==> config.mk <==
export PLATFORM = sky130hd
export DESIGN_NAME = ram_sp_param
export DESIGN_NICKNAME = d
export VERILOG_FILES = /design/src/rtl/ram_sp_param.sv
export SDC_FILE = /design/constraint.sdc
export NUM_CORES = 1
export LEC_CHECK = 0
export ABC_CLOCK_PERIOD_IN_PS = 3000
export CORE_MARGIN = 1
export CORE_UTILIZATION = 59
export DETAILED_ROUTE_END_ITERATION = 8
export PLACE_DENSITY = 0.87
export SLEW_MARGIN = 40
export SYNTH_ARGS = -nofsm -noshare
export SYNTH_HDL_FRONTEND = slang
export SYNTH_SLANG_ARGS = --single-unit
==> constraint.sdc <==
create_clock -name clk -period 3 [get_ports clk]
set_clock_uncertainty 0.1 [all_clocks]
set_input_delay 0.45 -clock clk [delete_from_list [all_inputs] [get_ports clk]]
set_output_delay 0.45 -clock clk [all_outputs]
set_load 0.01 [all_outputs]
==> src/rtl/ram_sp_param.sv <==
// ram_sp_param: parametrised single-port RAM with byte enables, 1/2-cycle read latency,
// a read-valid strobe and a clear sequencer that zeroes the array after reset or on request.
module ram_sp_param #(
    parameter int DATA_W     = 8,
    parameter int ADDR_W     = 4,
    parameter int RD_LAT     = 1,
    parameter int CLR_ON_RST = 1
) (
    input  logic              clk,
    input  logic              rst,
    input  logic              we_in,
    input  logic              re_in,
    input  logic [ADDR_W-1:0] addr_in,
    input  logic [DATA_W/8-1:0] be_in,
    input  logic [DATA_W-1:0] wdata_in,
    input  logic              clr_in,
    output logic [DATA_W-1:0] rdata_out,
    output logic              rvalid_out,
    output logic              ready_out,
    output logic              err_out
);
    localparam int NB = DATA_W / 8;

    typedef enum logic {CLEAR, RUN} state_t;

    state_t            state_q;
    logic [ADDR_W-1:0] cnt_q;
    logic              ready_q, err_q, rvalid_q, p_vld_q;
    logic [DATA_W-1:0] rdata_q, p_data_q, rd_data_d;
    logic [DATA_W-1:0] mem [1<<ADDR_W];
    logic              run, wr_acc, rd_acc;

    // A clear request takes priority over and suppresses any same-cycle access.
    assign run       = state_q == RUN;
    assign wr_acc    = run && we_in && !clr_in;
    assign rd_acc    = run && re_in && !we_in && !clr_in;
    assign rd_data_d = mem[addr_in];

    always_ff @(posedge clk or negedge rst) begin
        if (!rst) begin
            state_q  <= CLR_ON_RST != 0 ? CLEAR : RUN;
            ready_q  <= CLR_ON_RST == 0;
            cnt_q    <= '0;
            err_q    <= 1'b0;
            rvalid_q <= 1'b0;
            rdata_q  <= '0;
            p_vld_q  <= 1'b0;
            p_data_q <= '0;
        end else begin
            if (state_q == CLEAR) begin
                cnt_q <= cnt_q + 1'b1;
                if (cnt_q == {ADDR_W{1'b1}}) begin
                    state_q <= RUN;
                    ready_q <= 1'b1;
                end
            end else if (clr_in) begin
                state_q <= CLEAR;
                ready_q <= 1'b0;
                cnt_q   <= '0;
            end
            if (wr_acc && re_in) err_q <= 1'b1;
            p_vld_q <= rd_acc;
            if (rd_acc) p_data_q <= rd_data_d;
            // Second pipeline stage only exists in the datapath when RD_LAT is 2.
            if (RD_LAT == 2) begin
                rvalid_q <= p_vld_q;
                if (p_vld_q) rdata_q <= p_data_q;
            end else begin
                rvalid_q <= rd_acc;
                if (rd_acc) rdata_q <= rd_data_d;
            end
        end
    end

    always_ff @(posedge clk) begin
        if (rst && state_q == CLEAR) begin
            mem[cnt_q] <= '0;
        end else if (rst && wr_acc) begin
            for (int i = 0; i < NB; i++)
                if (be_in[i]) mem[addr_in][8*i +: 8] <= wdata_in[8*i +: 8];
        end
    end

    assign rdata_out  = rdata_q;
    assign rvalid_out = rvalid_q;
    assign ready_out  = ready_q;
    assign err_out    = err_q;
endmodule
# Word level (Yosys, flattened, before mapping)
# Memories as Yosys holds them, arrays and structs flattened. A register that Yosys moved wholly into a read port is not among the register bits.
# Cells that the tools add are included.
word_totals:
  ramBits: 128
  elab_cells: 41
  in_bits: 18
  register_bits: 8
  mem_count: 1
  output_inout_bits: 11
memory_table:
  columns: ["memory", "words", "width", "read_ports", "rd_clocked_by_memory_dff", "wr", "line_no", "rtl"]
  rows:
  - ["mem", 16, 8, 1, 1, 1, "30", "logic [DATA_W-1:0] mem [1<<ADDR_W];"]
classes:
  n_reduce_logical: 14
  n_mux: 17
  add_sub_neg: 1
  bitwise_logic: 1
  eq_ne: 2
ops:
  columns: ["op", "count"]
  rows:
  - ["2-to-1 mux 1 bit", 13]
  - ["2-to-1 mux 4 bit", 3]
  - ["logical AND 1 bit", 8]
  - ["2-to-1 mux 8 bit", 1]
  - ["OR reduction 8 bit", 1]
  - ["adder 4 x 1 -> 4 bit (second input constant)", 1]
  - ["== test 4 bit (second input constant)", 1]
  - ["logical NOT 1 bit", 3]
  - ["inequality test 2 bit (second input constant)", 1]
  - ["AND reduction 2 bit", 1]
  - ["nonzero test 2 bit", 1]
  - ["NOT 1 bit", 1]

# Longest topological paths before layout
# Gate-level depths: netlist of run 1.
logic_depth:
  word_depth: 8
  mapped_depth: 6
  mapped_depth_nobuf: 5

# Least setup slack after synthesis of run 1
# Ideal clock, no wire load.
synth_path:
  path_kind: "in2reg"
  start: "in addr_in[1]"
  end: "mem mem[15][0] (enable)"
  setup_time_ns: 0.370
  arrival_ns: 1.758
  n_path_buf: 3
  slack_ns: 0.772
  stages: 6
  required_ns: 2.530
  cell_sequence: "buf_2 > buf_2 > buf_2 > nand2_1 > mux2_2 > nor2_1"
synth_between:
  elab_chain_cells: 1
synth_lines:
  columns: ["element", "line_no", "rtl"]
  rows:
  - ["start: declaration", "13", "input logic [ADDR_W-1:0] addr_in,"]
  - ["2-to-1 mux 4 bit (no line)", null, null]
  - ["end: declaration", "30", null]
# No other way between the ends.

# Final worst setup path of run 1
layout_path:
  start: "in clr_in"
  end: "mem mem[13][5] (enable)"
layout_between:
  elab_chain_cells: 8
  elab_cells_between_ends: 9
  classes_between: "mux (5); reduce/logical (4)"
layout_lines:
  columns: ["element", "line_no", "rtl"]
  rows:
  - ["start: declaration", "16", "input logic clr_in,"]
  - ["logical NOT 1 bit *", "35", "assign wr_acc = run && we_in && !clr_in;"]
  - ["logical AND 1 bit *", "35", null]
  - ["logical AND 1 bit *", "78", "end else if (rst && wr_acc) begin"]
  - ["2-to-1 mux 1 bit *", "78", null]
  - ["2-to-1 mux 1 bit *", "76", "if (rst && state_q == CLEAR) begin"]
  - ["2-to-1 mux 1 bit (implied by the code) *", "80", "if (be_in[i]) mem[addr_in][8*i +: 8] <= wdata_in[8*i +: 8];"]
  - ["OR reduction 8 bit (no line)", null, null]
  - ["2-to-1 mux 4 bit (no line) or 2-to-1 mux 1 bit (tied branches)", null, null]
# Mark *: on every way between the ends. The rest lies on a longest branch, timed or not.

==> results.md, run 1 <==
- Status: finished, final reports clean
- Multi-input gate area: around 1400 um2
- Initial Utilization: just over 60%
- Net Sw Frac: a little over a quarter
- Worst Setup Start Kind: primary input
- Min-delay worst type: primary input to async pin
- Minimum clock period after layout: about 2.5 ns
- FFs w/ async S/R, synth: about 11%
- Register area: 4244 um2
- Most frequent cell after synthesis: edfxtp_1
- Logic gate share of total power: 15.7%
- Top FF cell, synth: edfxtp_1
- Pin count of the biggest net entering global routing: 24
- Slowest Stage Delay on Critical Path: approximately 0.62 ns
- RSZ-0062 raised after global routing: no
- Via count: 3,206
- FF-to-FF setup slack: approximately 0.58 ns
- Worst Max-Slew Pin Slew: between 0.7 and 0.8 ns
- Clock transition at the registers of the reported paths: ~0.060 ns
- Yosys top cell area share: between 60% and 70%
- Antenna violations before repair: 0
- Final setup viols: 0
- Yosys cell types: 39
- Placer Congestion: 0.8599
- Final worst setup slack: 0.5246 ns
- CTS Buffer Depth: 2
- Global-route wire length before repair: around 18,000 um
- Power share of the clock group: 35.5%
- # port buffers: 28
- Tot GR Track Use: 26.06%
- Worst hold slack: 0.01834 ns
- Share of cells above drive strength 1: around a quarter
- Fin. max-slew vios: 0
- CP required: ~3 ns
- Die Wd: slightly above 100 um
- Nets: 380
- Syn nets: between 300 and 400
- Synth Register Bits: between 100 and 150
- Cell internal pwr: between 3000 and 4000 uW
- H-Tree Depth: 4
- Inserted Clock Buffers: 17
- Area delta synth->final: 18.78%
- Setup crit start: clr_in
- # clock sinks: about 140
- Worst r2r path cells: 5
- First-pass DRT Iterations: 7
- Pre-CTS setup slack: approximately 0.036 ns
- Final instance area: slightly below 7000 um2
- CP max-delay cell: nor2_1
- Register area share after synthesis: between 70% and 80%
- Final ANT Viol Nets: 0
- Crit path kind: primary input to flop
- CTS tree: built
- Post-CTS setup buffer count: 0
- Syn Area/Cell: approximately 19 um2
- Total power: between 5000 and 6000 uW
- Initial DRC count: a little under 300
- Power Density: between 700 and 800 nW/um2
- Synth top cells by count: edfxtp_1 (128), mux4_2 (25), nor2_1 (23)
- Total number of yosys warnings: 0
- CTS-repair resized insts: 0
- Top cells by area, synth: edfxtp_1 (67%), mux4_2 (9.8%), dfrtp_1 (6.9%)
- Leak: around 0.0025 uW
- Mapped Area: 5769 um2
- RR Startpoint: run$_DFF_PN0_
- Post-synth EDFFs: between 100 and 150
- Flop pwr share: 48.8%
- Diode count: 0
- Net Sw Power: between 1000 and 1500 uW
- IO Pins: 29
- Critical path endpoint category: flop
- Routed vias/inst: roughly 6.4
- Global route total overflow: 0
- Vias in the first global route: around 3,300
- Fill count: 540
- Fmax: approximately 400 MHz
- Cell Rows: 35
- Setup TNS: 0 ns
- Core Region: 9371 um2
- Clk Latency, worst-skew pair: about 0.53 ns
- Hold_buf cts: 0
- Post-DP HPWL: 7436 um
- Average wire per standard cell: roughly 23 um
- Critical path fanouts, max: 11
- Die Span Y: between 100 and 150 um
- Cell area after placement: 6326 um2
- Crit share post-route: 82.51%
- CP Data Arrival Time: around 2.5 ns
- Clock tree root buffer cell: clkbuf_8
- Max-cap violations: 0
- Die Area: 10,180 um2
- Maximum vdd ir drop: between 0.0004 and 0.0005 V
- DR DRC count: 0
- Post-Syn Instances: 300
- Cell taking the most area after synthesis: edfxtp_1
- Worst reg2reg path endpoint: mem[13][5]$_DFFE_PP_
- Critical Path, Cell by Cell: clkdlybuf4s50_1 -> nor2b_2 -> and4_1 -> buf_4 -> mux2i_1 -> nor2_1
- Final wirelength: 11,760 um
- Critical Path End: mem[13][5]$_DFFE_PP_
- Fin. Hold Viols: 0
- Slew HR: between 40% and 50%
per-stage QoR:
stage,std cells,utilization [%]
after floorplan,300,-
after detailed placement,471,67.50
after global placement,471,67.50
after global routing,503,73.12
final,503,73.12
after CTS,503,73.12
placed cells by master (no fill, tap or decap), drive strengths merged, types with 2 or more instances in the layout:
| cell | count |
|---|---|
| edfxtp | 128 |
| mux4 | 31 |
| buf | 29 |
| clkdlybuf4s50 | 27 |
| nor2 | 23 |
| clkbuf | 17 |
| dfrtp | 16 |
| o21ai | 14 |
| mux2i | 12 |
| inv | 9 |
| and2 | 8 |
| nand2 | 8 |
| clkinv | 8 |
| mux2 | 6 |
| nor2b | 5 |
| a2bb2oi | 4 |
| clkinvlp | 4 |
| nand3 | 3 |
| a22oi | 3 |
| a31oi | 2 |
| a32oi | 2 |
| xnor2 | 2 |
kinds of logic (layout without fill, tap and decap cells):
family,count (synthesis),count (layout),share of synthesized area (%)
fa+ha+maj,1,1,0.2168
xor+xnor,2,2,0.3037
compound gates,31,31,3.535
simple gates,53,53,4.684
mux,49,49,15.74
flops,144,144,73.56
buf+inv,20,94,1.952
sequential cells by signal (all words and copies together), names as in the netlist:
signal and cells:
rvalid_out 1, mem 128, err_out 1, rdata_out 8, run 1, cnt_q 4
ready_out 1
layer usage:
| metal | vias to the layer above | global-route usage [%] | part of all wire (%) |
|---|---|---|---|
| met2 | 186 | 40.04 | 48 |
| li1 | 1336 | - | - |
| met5 | - | 0 | 0 |
| met3 | 52 | 5.756 | 7.3 |
| met4 | 0 | 14.16 | 4.3 |
| met1 | 1632 | 35.34 | 40 |
critical path, delay by kind of cell:
| kind | cells | cell delay, ns |
|---|---|---|
| buf+inv | 2 | 0.72 |
| mux | 1 | 0.16 |
| simple gates | 3 | 1.21 |
how the worst min path moves through the flow:
stage,cells after the start,from,to
2_1_floorplan,0,rst,cnt_q[0]$_DFFE_PN0P_
3_3_place_gp,1,err_out$_DFFE_PN0P_,err_out$_DFFE_PN0P_
3_5_place_dp,1,err_out$_DFFE_PN0P_,err_out$_DFFE_PN0P_
4_1_cts,1,rst,cnt_q[3]$_DFFE_PN0P_
5_1_grt,1,rst,cnt_q[3]$_DFFE_PN0P_
6_report,1,rst,cnt_q[3]$_DFFE_PN0P_
power groups by stage:
stage	sequential (uW)	clock [uW]	combinational (uW)
final	2530	1840	815
after global routing	2550	1940	870
after CTS	2530	1860	810
after detailed placement	2560	0	790
after global placement	2550	0	754
after floorplan	2550	0	427
final cells by class:
cell class / instances / area share [%]
Multi-Input combinational cell: 136 / 20.61
Timing Repair Buffer: 56 / 7.084
Sequential cell: 144 / 61.93
Clock inverter: 15 / 1.643
Inverter: 6 / 0.3286
Tap cell: 129 / 2.355
Clock buffer: 17 / 6.043
No activity file was read; power rests on OpenSTA's default activity.
==> run 2, diff against run 1 <==
ABC_CLOCK_PERIOD_IN_PS = 2500   (was 3000)
clock period = 2.5 ns   (was 3 ns; I/O delays follow)
==> results.md, run 2 (same netlist as run 1, synthesis figures left out) <==
- Status: finished, final reports clean (unchanged)
- Die Span Y: 100.9 um (unchanged)
- Power Density: 944.2 nW/um2 (was 757.8 nW/um2)
- Flop pwr share: 46.4% (was 48.8%)
- Nets: 388 (was 380)
- Routed vias/inst: 6.356 (was 6.374)
- Minimum clock period after layout: approximately 2.3 ns
- Logic gate share of total power: 16.0% (was 15.7%)
- Maximum vdd ir drop: 0.0006551 V (was 0.0004737 V)
- CP max-delay cell: nor2_1 (unchanged)
- Net Sw Frac: 26.72% (was 26.64%)
- RSZ-0062 raised after global routing: no (unchanged)
- Fin. max-slew vios: 0 (unchanged)
- Post-CTS setup buffer count: 0 (unchanged)
- Die Area: 10,180 um2 (unchanged)
- Most frequent cells in the layout: edfxtp_1 (128), buf_4 (36), clkdlybuf4s50_1 (27), mux4_2 (25), nor2_1 (19) (was edfxtp_1 (128), buf_4 (28), clkdlybuf4s50_1 (27), mux4_2 (25), nor2_1 (23))
- Critical path endpoint category: flop (unchanged)
- Hold_buf cts: 0 (unchanged)
- Clk Latency, worst-skew pair: 0.52 ns (was 0.53 ns)
- Net Sw Power: 1758 uW (was 1383 uW)
- Final ANT Viol Nets: 0 (unchanged)
- Fin. Hold Viols: 0 (unchanged)
- CP required: 2.55 ns (was 3.05 ns)
- Worst r2r path cells: 6 (was 5)
- # clock sinks: 144 (unchanged)
- Leak: 0.002506 uW (was 0.002460 uW)
- Min-delay worst type: primary input to async pin (unchanged)
- Initial Utilization: 61.56% (unchanged)
- Pin count of the biggest net entering global routing: 18 (was 24)
- Cell internal pwr: 4823 uW (was 3810 uW)
- CP Data Arrival Time: 2.38 ns (was 2.53 ns)
- Crit share post-route: between 90 and 100%
- Global-route wire length before repair: 19,700 um (was 18,330 um)
- Vias in the first global route: 3,409 (was 3,278)
- Average wire per standard cell: 25.55 um (was 23.38 um)
- Post-DP HPWL: 7628 um (was 7436 um)
- Fmax: roughly 430 MHz
- H-Tree Depth: 4 (unchanged)
- # port buffers: 28 (unchanged)
- Most common cell after layout, fill and taps aside: edfxtp_1 (unchanged)
- Core Region: 9371 um2 (unchanged)
- Via count: 3,248 (was 3,206)
- First-pass DRT Iterations: 5 (was 7)
- Cell area after placement: 6386 um2 (was 6326 um2)
- Worst Setup Start Kind: flop (was primary input)
- Inserted Clock Buffers: 17 (unchanged)
- Antenna violations before repair: 0 (unchanged)
- Slew HR: 43.02% (was 48.93%)
- Tot GR Track Use: 28.62% (was 26.06%)
- Clock transition at the registers of the reported paths: 0.06 ns (about the same)
- Final core utilization: 74.38% (was 73.12%)
- Worst hold slack: 0.07712 ns (was 0.01834 ns)
- Final wirelength: 13,060 um (was 11,760 um)
- Crit path kind: flop to flop (was primary input to flop)
- Power share of the clock group: 37.6% (was 35.5%)
- Critical path fanouts, max: 10 (was 11)
- CP dominant cell by count: buf_4
- Area delta synth->final: 20.82% (was 18.78%)
- Worst Max-Slew Pin Slew: 0.8516 ns (was 0.7633 ns)
- Cell Rows: 35 (unchanged)
- Final setup viols: 0 (unchanged)
- Placer Congestion: 0.8513 (was 0.8599)
- Max-cap violations: 0 (unchanged)
- Initial DRC count: 280 (was 289)
- Global route total overflow: 0 (unchanged)
- Fill count: 528 (was 540)
- CTS-repair resized insts: 0 (unchanged)
- DR DRC count: 0 (unchanged)
- IO Pins: 29 (unchanged)
- Die Wd: 100.9 um (unchanged)
- Final instance area: 6970 um2 (was 6853 um2)
- Critical Path, Cell by Cell: nor2b_2 -> and4_1 -> buf_4 -> buf_4 -> a31oi_1 -> nor2_1 (was clkdlybuf4s50_1 -> nor2b_2 -> and4_1 -> buf_4 -> mux2i_1 -> nor2_1)
- Diode count: 0 (unchanged)
- Share of cells above drive strength 1: 27.75% (was 24.87%)
- CTS Buffer Depth: 2 (unchanged)
- Slowest Stage Delay on Critical Path: 0.67 ns (was 0.62 ns)
- Clock tree root buffer cell: clkbuf_8 (unchanged)
- Total power: 6581 uW (was 5193 uW)
- CTS tree: built (unchanged)
- Number of flip-flops in the largest register: 128 (unchanged)
- Top reg by flops: mem (unchanged)
[run 2: cell count changes in the layout (fill, tap and decap cells not counted)]
cell	delta
bufinv_16	+2
clkinv_2	-1
nor2_2	+4
buf_4	+8
clkinv_1	-2
inv_6	+2
clkinvlp_4	+3
nor2_1	-4
clkbuf_1	+1
clkinv_4	-5
[run 2: power by group through the flow]
| stage | Combinational (uW) | Clock, uW | Sequential [uW] |
|---|---|---|---|
| 2_1_floorplan | 512 | 0 | 3060 |
| 3_3_place_gp | 950 | 0 | 3060 |
| 3_5_place_dp | 986 | 0 | 3080 |
| 4_1_cts | 1030 | 2480 | 3050 |
| 5_1_grt | 1120 | 2570 | 3070 |
| 6_report | 1050 | 2470 | 3060 |
[run 2: final cells by class]
| type | count | area, um2 | area share, % |
|---|---|---|---|
| multi-input combinational | 136 | 1423 | 20.41 |
| inverter | 6 | 22.52 | 0.3231 |
| clock inverter | 14 | 156.4 | 2.244 |
| tap | 129 | 161.4 | 2.316 |
| clock buffer | 18 | 417.9 | 5.995 |
| sequential | 144 | 4244 | 60.89 |
| timing repair buffer | 64 | 545.5 | 7.826 |
[run 2: metrics by stage]
| step | TNS, ns | setup WS, ns | instances |
|---|---|---|---|
| 5_1_grt | 0 | 0.08629 | 511 |
| 3_5_place_dp | -12.44 | -0.2799 | 479 |
| 2_1_floorplan | 0 | 0.3466 | 300 |
| 4_1_cts | 0 | 0.1167 | 511 |
| 3_3_place_gp | -4.123 | -0.1591 | 479 |
| 6_report | 0 | 0.1680 | 511 |
[run 2: critical path: cells and delay by family (launching register included)]
kind / cells / cell delay [ns]
AND/OR/NAND/NOR: 3 / 1.03
AO/OA/AOI/OAI: 1 / 0.16
buffers and inverters: 2 / 0.33
flip-flops: 1 / 0.34
[run 2: path summary, 6_finish.rpt]
check                                    start  slack, ns                  endpoint
setup / recovery                 run$_DFF_PN0_       0.17       mem[4][3]$_DFFE_PP_
hold / removal                             rst       0.08      cnt_q[1]$_DFFE_PN0P_
setup reg to reg                 run$_DFF_PN0_       0.17       mem[4][3]$_DFFE_PP_
hold reg to reg            err_out$_DFFE_PN0P_       0.37       err_out$_DFFE_PN0P_
max in group asynchronous                  rst       1.93  rdata_out[1]$_DFFE_PN0P_
min in group clk           err_out$_DFFE_PN0P_       0.37       err_out$_DFFE_PN0P_
[run 2: metal layers]
metal	vias to the layer above	GRT usage, %	wire, um
li1	1346	-	-
met1	1639	35.16	4662
met2	231	46.79	6692
met3	32	8.599	1283
met4	0	14.05	416
met5	-	0	0
